<file path="src/rtl/axis_frame_stats_if.sv">
`default_nettype none
// ============================================================================
//  Module      : axis_frame_stats_if
//  Description : AXI4-Stream image beat bundle (16-bit pixel, valid, ready,
//                last) with master/slave views for axis_frame_stats.
//  Revision    : 1.0 - initial release
// ============================================================================
interface axis_frame_stats_if;
    logic [15:0] tdata;
    logic        tvalid;
    logic        tready;
    logic        tlast;

    modport master (output tdata, output tvalid, output tlast, input tready);
    modport slave  (input tdata, input tvalid, input tlast, output tready);
endinterface
`default_nettype wire

</file>
<file path="src/rtl/axis_frame_stats.sv">
`default_nettype none
// ============================================================================
//  Module      : axis_frame_stats
//  Description : One-stage AXI4-Stream register slice for the averaged image
//                stream, with per-frame min/max/sum/count statistics, line
//                length / frame height checking and abort detection.
//                Optional macro AXIS_FRAME_STATS_SATCNT_EN adds stats_sat,
//                the per-frame count of full-scale pixels.
//  Revision    : 1.0 - initial release
// ============================================================================
module axis_frame_stats #(
    parameter int FRAME_WIDTH  = 640,
    parameter int FRAME_HEIGHT = 512,
    parameter int DATA_BITS    = 14
) (
    input  wire logic                 axis_aclk,
    input  wire logic                 axis_aresetn,
    input  wire logic                 sof_in,
    axis_frame_stats_if.slave         s_axis,
    axis_frame_stats_if.master        m_axis,
    output logic [DATA_BITS-1:0]      stats_min,
    output logic [DATA_BITS-1:0]      stats_max,
    output logic [39:0]               stats_sum,
    output logic [23:0]               stats_cnt,
`ifdef AXIS_FRAME_STATS_SATCNT_EN
    output logic [23:0]               stats_sat,
`endif
    output logic                      stats_valid,
    output logic                      stats_err,
    output logic                      frame_abort
);

    // Column counter must be able to hold FRAME_WIDTH (saturation value).
    localparam int COL_W  = $clog2(FRAME_WIDTH + 1);
    localparam int LINE_W = (FRAME_HEIGHT > 1) ? $clog2(FRAME_HEIGHT) : 1;

    localparam logic [COL_W-1:0]     c_COL_FULL  = COL_W'(FRAME_WIDTH);
    localparam logic [COL_W-1:0]     c_COL_LAST  = COL_W'(FRAME_WIDTH - 1);
    localparam logic [LINE_W-1:0]    c_LINE_LAST = LINE_W'(FRAME_HEIGHT - 1);
    localparam logic [DATA_BITS-1:0] c_PIX_ONES  = '1;

    localparam logic [0:0] c_ST_IDLE = 1'b0;
    localparam logic [0:0] c_ST_ACC  = 1'b1;

    // ------------------------------------------------------------------
    // Register slice
    // ------------------------------------------------------------------
    logic        m_valid_q;
    logic [15:0] m_data_q;
    logic        m_last_q;
    logic        w_s_ready;
    logic        w_accept;

    assign w_s_ready     = ~m_valid_q | m_axis.tready;
    assign w_accept      = s_axis.tvalid & w_s_ready;
    assign s_axis.tready = w_s_ready;
    assign m_axis.tvalid = m_valid_q;
    assign m_axis.tdata  = m_data_q;
    assign m_axis.tlast  = m_last_q;

    // Load on every accepted beat; drop valid once the held beat is taken.
    always_ff @(posedge axis_aclk or negedge axis_aresetn) begin
        if (!axis_aresetn) begin
            m_valid_q <= 1'b0;
            m_data_q  <= '0;
            m_last_q  <= 1'b0;
        end else if (w_accept) begin
            m_valid_q <= 1'b1;
            m_data_q  <= s_axis.tdata;
            m_last_q  <= s_axis.tlast;
        end else if (m_axis.tready) begin
            m_valid_q <= 1'b0;
        end
    end

    // ------------------------------------------------------------------
    // Frame accumulators
    // ------------------------------------------------------------------
    logic [0:0]           state_q, state_d;
    logic [DATA_BITS-1:0] min_q, min_d, max_q, max_d;
    logic [39:0]          sum_q, sum_d;
    logic [23:0]          cnt_q, cnt_d;
    logic [COL_W-1:0]     col_q, col_d;
    logic [LINE_W-1:0]    line_q, line_d;
    logic                 err_q, err_d;
`ifdef AXIS_FRAME_STATS_SATCNT_EN
    logic [23:0]          sat_q, sat_d, src_sat, upd_sat;
`endif

    logic [DATA_BITS-1:0] w_v;
    logic                 w_done;
    logic                 w_fresh;
    logic [DATA_BITS-1:0] src_min, src_max, upd_min, upd_max;
    logic [39:0]          src_sum, upd_sum;
    logic [23:0]          src_cnt, upd_cnt;
    logic [COL_W-1:0]     src_col, upd_col;
    logic [LINE_W-1:0]    src_line, upd_line;
    logic                 src_err, upd_err;

    assign w_v    = s_axis.tdata[DATA_BITS-1:0];
    assign w_done = (state_q == c_ST_ACC) & w_accept & s_axis.tlast &
                    (line_q == c_LINE_LAST);
    // A start-of-frame that does not coincide with completion restarts the
    // accumulation; a coinciding beat then becomes the first pixel.
    assign w_fresh = sof_in & ~w_done;

    // Per-beat update applied to either the running or the freshly cleared set.
    always_comb begin
        src_min  = w_fresh ? '1 : min_q;
        src_max  = w_fresh ? '0 : max_q;
        src_sum  = w_fresh ? '0 : sum_q;
        src_cnt  = w_fresh ? '0 : cnt_q;
        src_col  = w_fresh ? '0 : col_q;
        src_line = w_fresh ? '0 : line_q;
        src_err  = w_fresh ? 1'b0 : err_q;
        upd_min  = (w_v < src_min) ? w_v : src_min;
        upd_max  = (w_v > src_max) ? w_v : src_max;
        upd_sum  = src_sum + 40'(w_v);
        upd_cnt  = src_cnt + 24'd1;
        upd_err  = src_err | (s_axis.tlast ? (src_col != c_COL_LAST)
                                           : (src_col >= c_COL_LAST));
        upd_col  = s_axis.tlast ? '0
                 : ((src_col == c_COL_FULL) ? c_COL_FULL : src_col + 1'b1);
        upd_line = s_axis.tlast ? ((src_line == c_LINE_LAST) ? '0 : src_line + 1'b1)
                                : src_line;
`ifdef AXIS_FRAME_STATS_SATCNT_EN
        src_sat  = w_fresh ? '0 : sat_q;
        upd_sat  = src_sat + 24'(w_v == c_PIX_ONES);
`endif
    end

    // Next-state selection: clear on SOF, update on counted beats, hold otherwise.
    always_comb begin
        state_d = state_q;
        min_d   = min_q;
        max_d   = max_q;
        sum_d   = sum_q;
        cnt_d   = cnt_q;
        col_d   = col_q;
        line_d  = line_q;
        err_d   = err_q;
`ifdef AXIS_FRAME_STATS_SATCNT_EN
        sat_d   = sat_q;
`endif
        if (sof_in && (w_done || !w_accept)) begin
            state_d = c_ST_ACC;
            min_d   = '1;
            max_d   = '0;
            sum_d   = '0;
            cnt_d   = '0;
            col_d   = '0;
            line_d  = '0;
            err_d   = 1'b0;
`ifdef AXIS_FRAME_STATS_SATCNT_EN
            sat_d   = '0;
`endif
        end else if (w_accept && (sof_in || state_q == c_ST_ACC)) begin
            state_d = w_done ? c_ST_IDLE : c_ST_ACC;
            min_d   = upd_min;
            max_d   = upd_max;
            sum_d   = upd_sum;
            cnt_d   = upd_cnt;
            col_d   = upd_col;
            line_d  = upd_line;
            err_d   = upd_err;
`ifdef AXIS_FRAME_STATS_SATCNT_EN
            sat_d   = upd_sat;
`endif
        end
    end

    // Accumulator and FSM state registers.
    always_ff @(posedge axis_aclk or negedge axis_aresetn) begin
        if (!axis_aresetn) begin
            state_q <= c_ST_IDLE;
            min_q   <= '1;
            max_q   <= '0;
            sum_q   <= '0;
            cnt_q   <= '0;
            col_q   <= '0;
            line_q  <= '0;
            err_q   <= 1'b0;
`ifdef AXIS_FRAME_STATS_SATCNT_EN
            sat_q   <= '0;
`endif
        end else begin
            state_q <= state_d;
            min_q   <= min_d;
            max_q   <= max_d;
            sum_q   <= sum_d;
            cnt_q   <= cnt_d;
            col_q   <= col_d;
            line_q  <= line_d;
            err_q   <= err_d;
`ifdef AXIS_FRAME_STATS_SATCNT_EN
            sat_q   <= sat_d;
`endif
        end
    end

    // ------------------------------------------------------------------
    // Result latch and strobes
    // ------------------------------------------------------------------
    logic [DATA_BITS-1:0] st_min_q, st_max_q;
    logic [39:0]          st_sum_q;
    logic [23:0]          st_cnt_q;
    logic                 st_err_q, st_valid_q, abort_q;
`ifdef AXIS_FRAME_STATS_SATCNT_EN
    logic [23:0]          st_sat_q;
`endif

    // Capture the final values (including the completing beat) and pulse.
    always_ff @(posedge axis_aclk or negedge axis_aresetn) begin
        if (!axis_aresetn) begin
            st_min_q   <= '0;
            st_max_q   <= '0;
            st_sum_q   <= '0;
            st_cnt_q   <= '0;
            st_err_q   <= 1'b0;
            st_valid_q <= 1'b0;
            abort_q    <= 1'b0;
`ifdef AXIS_FRAME_STATS_SATCNT_EN
            st_sat_q   <= '0;
`endif
        end else begin
            st_valid_q <= w_done;
            abort_q    <= sof_in & (state_q == c_ST_ACC) & ~w_done;
            if (w_done) begin
                st_min_q <= upd_min;
                st_max_q <= upd_max;
                st_sum_q <= upd_sum;
                st_cnt_q <= upd_cnt;
                st_err_q <= upd_err;
`ifdef AXIS_FRAME_STATS_SATCNT_EN
                st_sat_q <= upd_sat;
`endif
            end
        end
    end

    assign stats_min   = st_min_q;
    assign stats_max   = st_max_q;
    assign stats_sum   = st_sum_q;
    assign stats_cnt   = st_cnt_q;
    assign stats_err   = st_err_q;
    assign stats_valid = st_valid_q;
    assign frame_abort = abort_q;
`ifdef AXIS_FRAME_STATS_SATCNT_EN
    assign stats_sat   = st_sat_q;
`endif

endmodule
`default_nettype wire

</file>
<file path="src/flat_wrapper.sv">
// flat-port wrapper written by rule: the top's interface ports become plain ports
module axis_frame_stats_flat 
#(
    parameter int FRAME_WIDTH  = 640,
    parameter int FRAME_HEIGHT = 512,
    parameter int DATA_BITS    = 14
)
  (axis_aclk, axis_aresetn, sof_in, stats_min, stats_max, stats_sum, stats_cnt, stats_valid, stats_err, frame_abort, s_axis_tdata, s_axis_tvalid, s_axis_tlast, s_axis_tready, m_axis_tdata, m_axis_tvalid, m_axis_tlast, m_axis_tready);
  axis_frame_stats_if s_axis_i ();
  axis_frame_stats_if m_axis_i ();
  input  wire logic axis_aclk;
  input  wire logic axis_aresetn;
  input  wire logic sof_in;
  output logic [DATA_BITS-1:0] stats_min;
  output logic [DATA_BITS-1:0] stats_max;
  output logic [39:0] stats_sum;
  output logic [23:0] stats_cnt;
  output logic stats_valid;
  output logic stats_err;
  output logic frame_abort;
  input wire logic [$bits(s_axis_i.tdata)-1:0] s_axis_tdata;
  input wire logic [$bits(s_axis_i.tvalid)-1:0] s_axis_tvalid;
  input wire logic [$bits(s_axis_i.tlast)-1:0] s_axis_tlast;
  output wire logic [$bits(s_axis_i.tready)-1:0] s_axis_tready;
  output wire logic [$bits(m_axis_i.tdata)-1:0] m_axis_tdata;
  output wire logic [$bits(m_axis_i.tvalid)-1:0] m_axis_tvalid;
  output wire logic [$bits(m_axis_i.tlast)-1:0] m_axis_tlast;
  input wire logic [$bits(m_axis_i.tready)-1:0] m_axis_tready;
  assign s_axis_i.tdata = s_axis_tdata;
  assign s_axis_i.tvalid = s_axis_tvalid;
  assign s_axis_i.tlast = s_axis_tlast;
  assign s_axis_tready = s_axis_i.tready;
  assign m_axis_tdata = m_axis_i.tdata;
  assign m_axis_tvalid = m_axis_i.tvalid;
  assign m_axis_tlast = m_axis_i.tlast;
  assign m_axis_i.tready = m_axis_tready;
  axis_frame_stats #(.FRAME_WIDTH(FRAME_WIDTH), .FRAME_HEIGHT(FRAME_HEIGHT), .DATA_BITS(DATA_BITS)) u_core (.axis_aclk(axis_aclk), .axis_aresetn(axis_aresetn), .sof_in(sof_in), .s_axis(s_axis_i), .m_axis(m_axis_i), .stats_min(stats_min), .stats_max(stats_max), .stats_sum(stats_sum), .stats_cnt(stats_cnt), .stats_valid(stats_valid), .stats_err(stats_err), .frame_abort(frame_abort));
endmodule
</file>
<file path="config.mk">
export PLATFORM = sky130hd
export DESIGN_NAME = axis_frame_stats_flat
export DESIGN_NICKNAME = d
export VERILOG_FILES = /design/src/rtl/axis_frame_stats_if.sv /design/src/rtl/axis_frame_stats.sv /design/src/flat_wrapper.sv
export SDC_FILE = /design/constraint.sdc
export NUM_CORES = 1
export LEC_CHECK = 0
export CORE_MARGIN = 2
export CORE_UTILIZATION = 52
export DETAILED_ROUTE_END_ITERATION = 8
export PLACE_DENSITY = 0.86
export SYNTH_ARGS = -nofsm -noshare
export SYNTH_HDL_FRONTEND = slang
export SYNTH_SLANG_ARGS = --single-unit
</file>
<file path="constraint.sdc">
create_clock -name axis_aclk -period 4.4 [get_ports axis_aclk]
set_input_delay 0.66 -clock axis_aclk [delete_from_list [all_inputs] [get_ports axis_aclk]]
set_output_delay 0.66 -clock axis_aclk [all_outputs]
set_load 0.02 [all_outputs]
</file>
### Yosys cells after proc, flatten, opt, wreduce, memory -nomap -nowiden

Index checks and enable logic that the tools add are counted.

| operators by class | value |
|---|---|
| multipliers | 0 |
| $lt $le $gt $ge | 3 |
| mux-type cells | 33 |
| divide/modulo/power cells | 0 |
| $add $sub $neg | 4 |
| bitwise operators | 11 |
| eq/ne operators | 4 |
| shift-type cells | 0 |
| reductions and logical operators | 7 |

Operators with widths:

| operator | number |
|---|---|
| $mux W40 | 3 |
| $mux W14 | 8 |
| $mux W24 | 3 |
| $mux W10 | 5 |
| $mux W9 | 5 |
| $add A40 B14 Y40 | 1 |
| $add A24 B1 Y24 const B | 1 |
| $eq A9 B9 Y1 const B | 2 |
| $gt A14 B14 Y1 | 1 |
| $lt A14 B14 Y1 | 1 |
| $add A10 B1 Y10 const B | 1 |
| $eq A10 B10 Y1 const B | 1 |
| $ge A10 B10 Y1 const B | 1 |
| $ne A10 B10 Y1 const B | 1 |
| $add A9 B1 Y9 const B | 1 |
| $mux W1 | 9 |
| $and A1 B1 Y1 | 7 |
| $reduce_bool A2 Y1 | 2 |
| $logic_and A1 B1 Y1 | 2 |
| $logic_or A1 B1 Y1 | 2 |
| $not A1 Y1 | 2 |
| $or A1 B1 Y1 | 2 |
| $logic_not A1 Y1 | 1 |

| storage, ports and cells | value |
|---|---|
| memory bits (read-only) | 0 |
| memory bits (writable) | 0 |
| output and inout port bits | 114 |
| logic and storage cells | 80 |
| input bits | 22 |
| register bits | 226 |
| memories | 0 |
| bits in latches | 0 |

### Longest topological paths before layout

Gate-level depths: netlist of the first run.

| depth | value |
|---|---|
| word-level depth | 14 |
| depth in mapped cells | 17 |
| depth with buffers taken out | 13 |

### Worst setup path before layout of the first run

OpenSTA, ideal clock, no wires.

| timing path | value |
|---|---|
| path kind | input -> register |
| from | input m_axis_tready |
| to | register u_core.st_min_q[5] (netlist: u_core.stats_min[5]) |
| setup time | 0.137 ns |
| arrival | 4.579 ns |
| path buffers | 5 |
| slack | -0.316 ns |
| required time | 4.263 ns |
| stages on the path | 16 |
| cells stage by stage | nand2b_1 > and2_1 > a21oi_2 > buf_2 > clkbuf_1 > buf_1 > nor2_1 > ha_1 > and4_1 > a221o_1 > a2111oi_0 > a31o_2 > buf_2 > buf_2 > mux2i_1 > a21oi_1 |

| on the way | value |
|---|---|
| word-level cells in the longest chain between the ends | 10 |

RTL lines:

| what | line | text |
|---|---|---|
| start: declaration | flat_wrapper.sv:28 | `input wire logic [$bits(m_axis_i.tready)-1:0] m_axis_tready;` |
| $or A1 B1 Y1 (*) | axis_frame_stats.sv:54 | `assign w_s_ready = ~m_valid_q \| m_axis.tready;` |
| $and A1 B1 Y1 (*) | axis_frame_stats.sv:55 | `assign w_accept = s_axis.tvalid & w_s_ready;` |
| $and A1 B1 Y1 (*) (3 in a row) | axis_frame_stats.sv:101 | `assign w_done = (state_q == c_ST_ACC) & w_accept & s_axis.tlast &` |
| $not A1 Y1 | axis_frame_stats.sv:105 | `assign w_fresh = sof_in & ~w_done;` |
| $and A1 B1 Y1 | axis_frame_stats.sv:105 |  |
| $mux W14 | axis_frame_stats.sv:109 | `src_min = w_fresh ? '1 : min_q;` |
| $lt A14 B14 Y1 | axis_frame_stats.sv:116 | `upd_min = (w_v < src_min) ? w_v : src_min;` |
| $mux W14 | axis_frame_stats.sv:116 |  |
| end signal: assignment | axis_frame_stats.sv:229 | `st_min_q <= upd_min;` |
| end: declaration | axis_frame_stats.sv:204 | `logic [DATA_BITS-1:0] st_min_q, st_max_q;` |

Every way passes the cells marked *; elsewhere a longest branch is shown, timed or not.
A chain may end at the register's enable or synchronous reset.

### Worst setup path after layout of the first run

| timing path | value |
|---|---|
| from | input s_axis_tlast |
| to | register u_core.min_q[11] |

| on the way | value |
|---|---|
| word-level cells in the longest chain between the ends | 9 |
| elaborated cells between the ends (all ways) | 12 |
| those cells by class | order compare: 1; mux: 4; bitwise: 4; reduce/logical: 3 |

RTL lines:

| what | line | text |
|---|---|---|
| start: declaration | flat_wrapper.sv:23 | `input wire logic [$bits(s_axis_i.tlast)-1:0] s_axis_tlast;` |
| $and A1 B1 Y1 (*) (2 in a row) | axis_frame_stats.sv:101 |  |
| $not A1 Y1 | axis_frame_stats.sv:105 |  |
| $and A1 B1 Y1 | axis_frame_stats.sv:105 |  |
| $mux W14 | axis_frame_stats.sv:109 |  |
| $lt A14 B14 Y1 | axis_frame_stats.sv:116 |  |
| $mux W14 | axis_frame_stats.sv:116 |  |
| $mux W14 | axis_frame_stats.sv:157 | `end else if (w_accept && (sof_in \|\| state_q == c_ST_ACC)) begin` |
| $mux W14 | axis_frame_stats.sv:145 | `if (sof_in && (w_done \|\| !w_accept)) begin` |
| end signal: assignment | axis_frame_stats.sv:188 | `min_q <= min_d;` |
| end: declaration | axis_frame_stats.sv:80 | `logic [DATA_BITS-1:0] min_q, min_d, max_q, max_d;` |

Every way passes the cells marked *; elsewhere a longest branch is shown, timed or not. The select of a mux whose other input is x is not followed.

==> results of run 1 <==
placed cells by master (no fill, tap or decap), types with 44 or more instances in the layout:
master and n:
nor2_1 97, xor2_1 44, dfrtp_1 212, nand2_1 233, o21ai_0 104, a21oi_1 57
buf_4 56, nand3_1 52, ha_1 46, clkdlybuf4s50_1 133
cell usage after synthesis, types with 11 or more instances:
| library cell | n | share of area [%] |
|---|---|---|
| a21o_1 | 18 | 1.1 |
| a21oi_1 | 57 | 2.3 |
| a22o_1 | 25 | 1.8 |
| a31oi_1 | 16 | 0.82 |
| and2_1 | 21 | 1.1 |
| and3_1 | 11 | 0.57 |
| buf_2 | 11 | 0.45 |
| clkbuf_1 | 67 | 2.1 |
| dfrtp_1 | 212 | 44 |
| dfstp_2 | 14 | 3.0 |
| ha_1 | 46 | 4.7 |
| inv_1 | 13 | 0.40 |
| mux2i_1 | 14 | 1.2 |
| nand2_1 | 234 | 7.2 |
| nand3_1 | 52 | 2.1 |
| nand4_1 | 22 | 1.1 |
| nor2_1 | 97 | 3.0 |
| nor3_1 | 17 | 0.70 |
| nor4_1 | 18 | 0.93 |
| o21ai_0 | 104 | 4.3 |
| o221a_2 | 14 | 1.3 |
| o22a_1 | 13 | 0.94 |
| o31ai_1 | 21 | 1.3 |
| or3_1 | 11 | 0.57 |
| or4_1 | 20 | 1.2 |
| xnor2_1 | 31 | 2.2 |
| xor2_1 | 44 | 3.2 |
area by class of cell:
class / instances / area (sq um) / share of cell area (%)
Timing Repair Buffer: 199 / 1930 / 12.9
Clock inverter: 8 / 119 / 0.791
Tap cell: 313 / 392 / 2.61
Multi-Input combinational cell: 992 / 6130 / 40.8
Sequential cell: 226 / 5670 / 37.8
Inverter: 14 / 52.6 / 0.350
Clock buffer: 35 / 713 / 4.75
Antenna cell: 1 / 2.50 / 0.0167
where the power goes:
group          internal [W]  switching (W)  leakage (nW)
Sequential          0.00218      0.0000769          3.04
Combinational      0.000319       0.000471          3.04
Clock               0.00130       0.000830         0.413
per-stage QoR:
stage | total power (W) | hold WS [ns] | TNS, ns
6_report | 0.00518 | 0.245 | 0
4_1_cts | 0.00519 | 0.311 | 0
5_1_grt | 0.00537 | 0.341 | 0
3_3_place_gp | 0.00303 | 0.443 | 0
2_1_floorplan | 0.00272 | 0.364 | 0
3_5_place_dp | 0.00306 | 0.462 | -1.02
registers in the layout, summed over array words and instances (netlist names), 9 cells and up:
register	cells
u_core.line_q	9
u_core.col_q	10
u_core.stats_sum	40
u_core.cnt_q	24
u_core.stats_min	14
u_core.sum_q	40
u_core.stats_cnt	24
u_core.m_axis.tdata	16
u_core.max_q	14
u_core.min_q	14
u_core.stats_max	14
critical path: cells and delay by family:
| kind | cells | cell delay, ns |
|---|---|---|
| and+or+nand+nor | 5 | 1.19 |
| AOI/OAI and AO/OA | 5 | 1.76 |
| adders and majority gates | 1 | 0.26 |
| buffers and inverters | 2 | 0.69 |
metal layers:
| layer | GRT usage [%] | vias to the layer above | routed length (um) |
|---|---|---|---|
| met5 | 0 | - | 0 |
| met4 | 9.04 | 0 | 794 |
| met3 | 4.43 | 65 | 2730 |
| met2 | 43.9 | 450 | 15500 |
| met1 | 37.5 | 5257 | 14100 |
| li1 | - | 4996 | - |
final timing paths:
kind	end	slack [ns]	cells past startpoint
min in group axis_aclk	u_core.col_q[9]$_DFFE_PN0P_	0.44	2
setup reg to reg	u_core.stats_sum[39]$_DFFE_PN0P_	0.48	14
setup / recovery	u_core.min_q[11]$_DFFE_PN1P_	0.26	13
max in group asynchronous	u_core.stats_max[1]$_DFFE_PN0P_	3.06	2
hold reg to reg	u_core.sum_q[2]$_DFFE_PN0P_	0.47	2
hold / removal	u_core.stats_sum[11]$_DFFE_PN0P_	0.24	1
cell families (layout without fill, tap and decap cells):
kind of cell               Yosys count  count (layout)  share of synthesized area, %
other                                0               1                             0
muxes                               18              18                          1.52
xor gates and xnor gates            75              75                          5.40
buffers and inverters              100             256                          3.23
adders and majority gates           47              47                          4.89
DFF                                226             226                          46.6
AOI/OAI and AO/OA                  317             317                          17.1
and+or+nand+nor                    535             535                          21.2
==> impl_metrics.toml, run 1 <==
[status]
status = "finished clean"

[setup_path]
r2r-start = "u_core.line_q[5]$_DFFE_PN0P_"
cp-startpoint = "s_axis_tlast"
worstSetupStartpointType = "input port"
path_class = "input port to register"
endpoint_kind = "register"
slowest_delay_ns = 0.52
worstPathCellList = "clkdlybuf4s50_1 > nand3_1 > buf_4 > nor4_4 > a21oi_4 > nor2_1 > ha_1 > and4_1 > a221o_1 > a2111oi_0 > a31o_2 > nand2_1 > o22a_1"
slowest_stage = "clkdlybuf4s50_1"
cp_max_fo = 13
cp.arrival_ns = 4.58
cp.required_ns = 4.85

[clock_network]
clkTransAtPathRegs_ns = 0.06
post_cts_resized = 0
cts_buffers = 25
clockBufferDepth = 3
post_cts_buffers = 0
cts_hold_buf = 0
clock_latency_ns = 0.53
clockRootBuffer = "clkbuf_16"
cts_tree = "done"
cts.sinks = 226
htreeDepth = 1

[timing]
worst_pin_slew_ns = 1.03
layout_min_cycle_time_ns = 4.14
finalSetupViolations = 0
finalCritPeriodShare_pct = 94.0
slew_violations = 0
relSlewSlack_pct = 31.2
skew_ns = 0.0158
setup_ws_ns = 0.264
fmax_mhz = 242
hold_viol_final = 0
grt_setup_unrepaired = "no"

[placed_design]
place_congestion = 0.918
port_buffers = 135
dp_hpwl_um = 22200
place_area_sq_mm = 0.0142
dp_cells = 1744
dp_slack_ns = -0.0798

[global_route]
grt_max_degree = 134
grtUsageTotal_pct = 27.2
grt_first_pass_wirelength_um = 54000
antenna_found_initial = 1
grt_overflow = 0
grt_pass1_vias = 10600

[drt]
via_per_inst = 6.02
drtIter0Drc = 1095
routedWlPerCell_um = 18.6
drtAntennaViolNets = 0
wl_um = 33200
via_count = 10800
firstDrtPassIters = 5
drc = 0

[floorplan]
die_h_um = 157
std_cell_rows = 55
die_area_sq_mm = 0.0246
io_pins = 136
core_area_sq_mm = 0.0228
fp.dieW_um = 157
initial_utilization_pct = 53.4

[final_layout]
fill_cells = 1722
layout.cells.non_filler = 1788
syn2layout_area_growth_pct = 23.4
drive_gt1_share_pct = 10.6
final_nets = 1527
fin_util_pct = 65.9
final_area_sq_mm = 0.0150

[synthesis]
netlist_instances = 1318
synth_cell_types = 67
ys_seq_elements = 226
synthesis.area_sq_mm = 0.0122
synth_ff_type = "dfrtp_1"
syn-mean-instance-area_sq_um = 9.23
synth_edf_count = 0
yosysWarnings = 0
syn_nets = 1387
async_flop_share_pct = 100
seq_area_frac_synth_pct = 46.6

[power_and_ir_drop]
peakVddDrop_mv = 0.257
power_density_mw_per_mm2 = 345
p_leak_nw = 6.49

[worst_hold_path]
hp-class = "input port to async pin"

[flow_run]
maxCapViolCount = 0
No activity file was read; power rests on OpenSTA's default activity.
==> run 2: changes to the inputs <==
Settings changed: CAP_MARGIN set to 20.
==> results of run 2 <==
The final DEF is identical to that of run 1; final timing and power are the same.
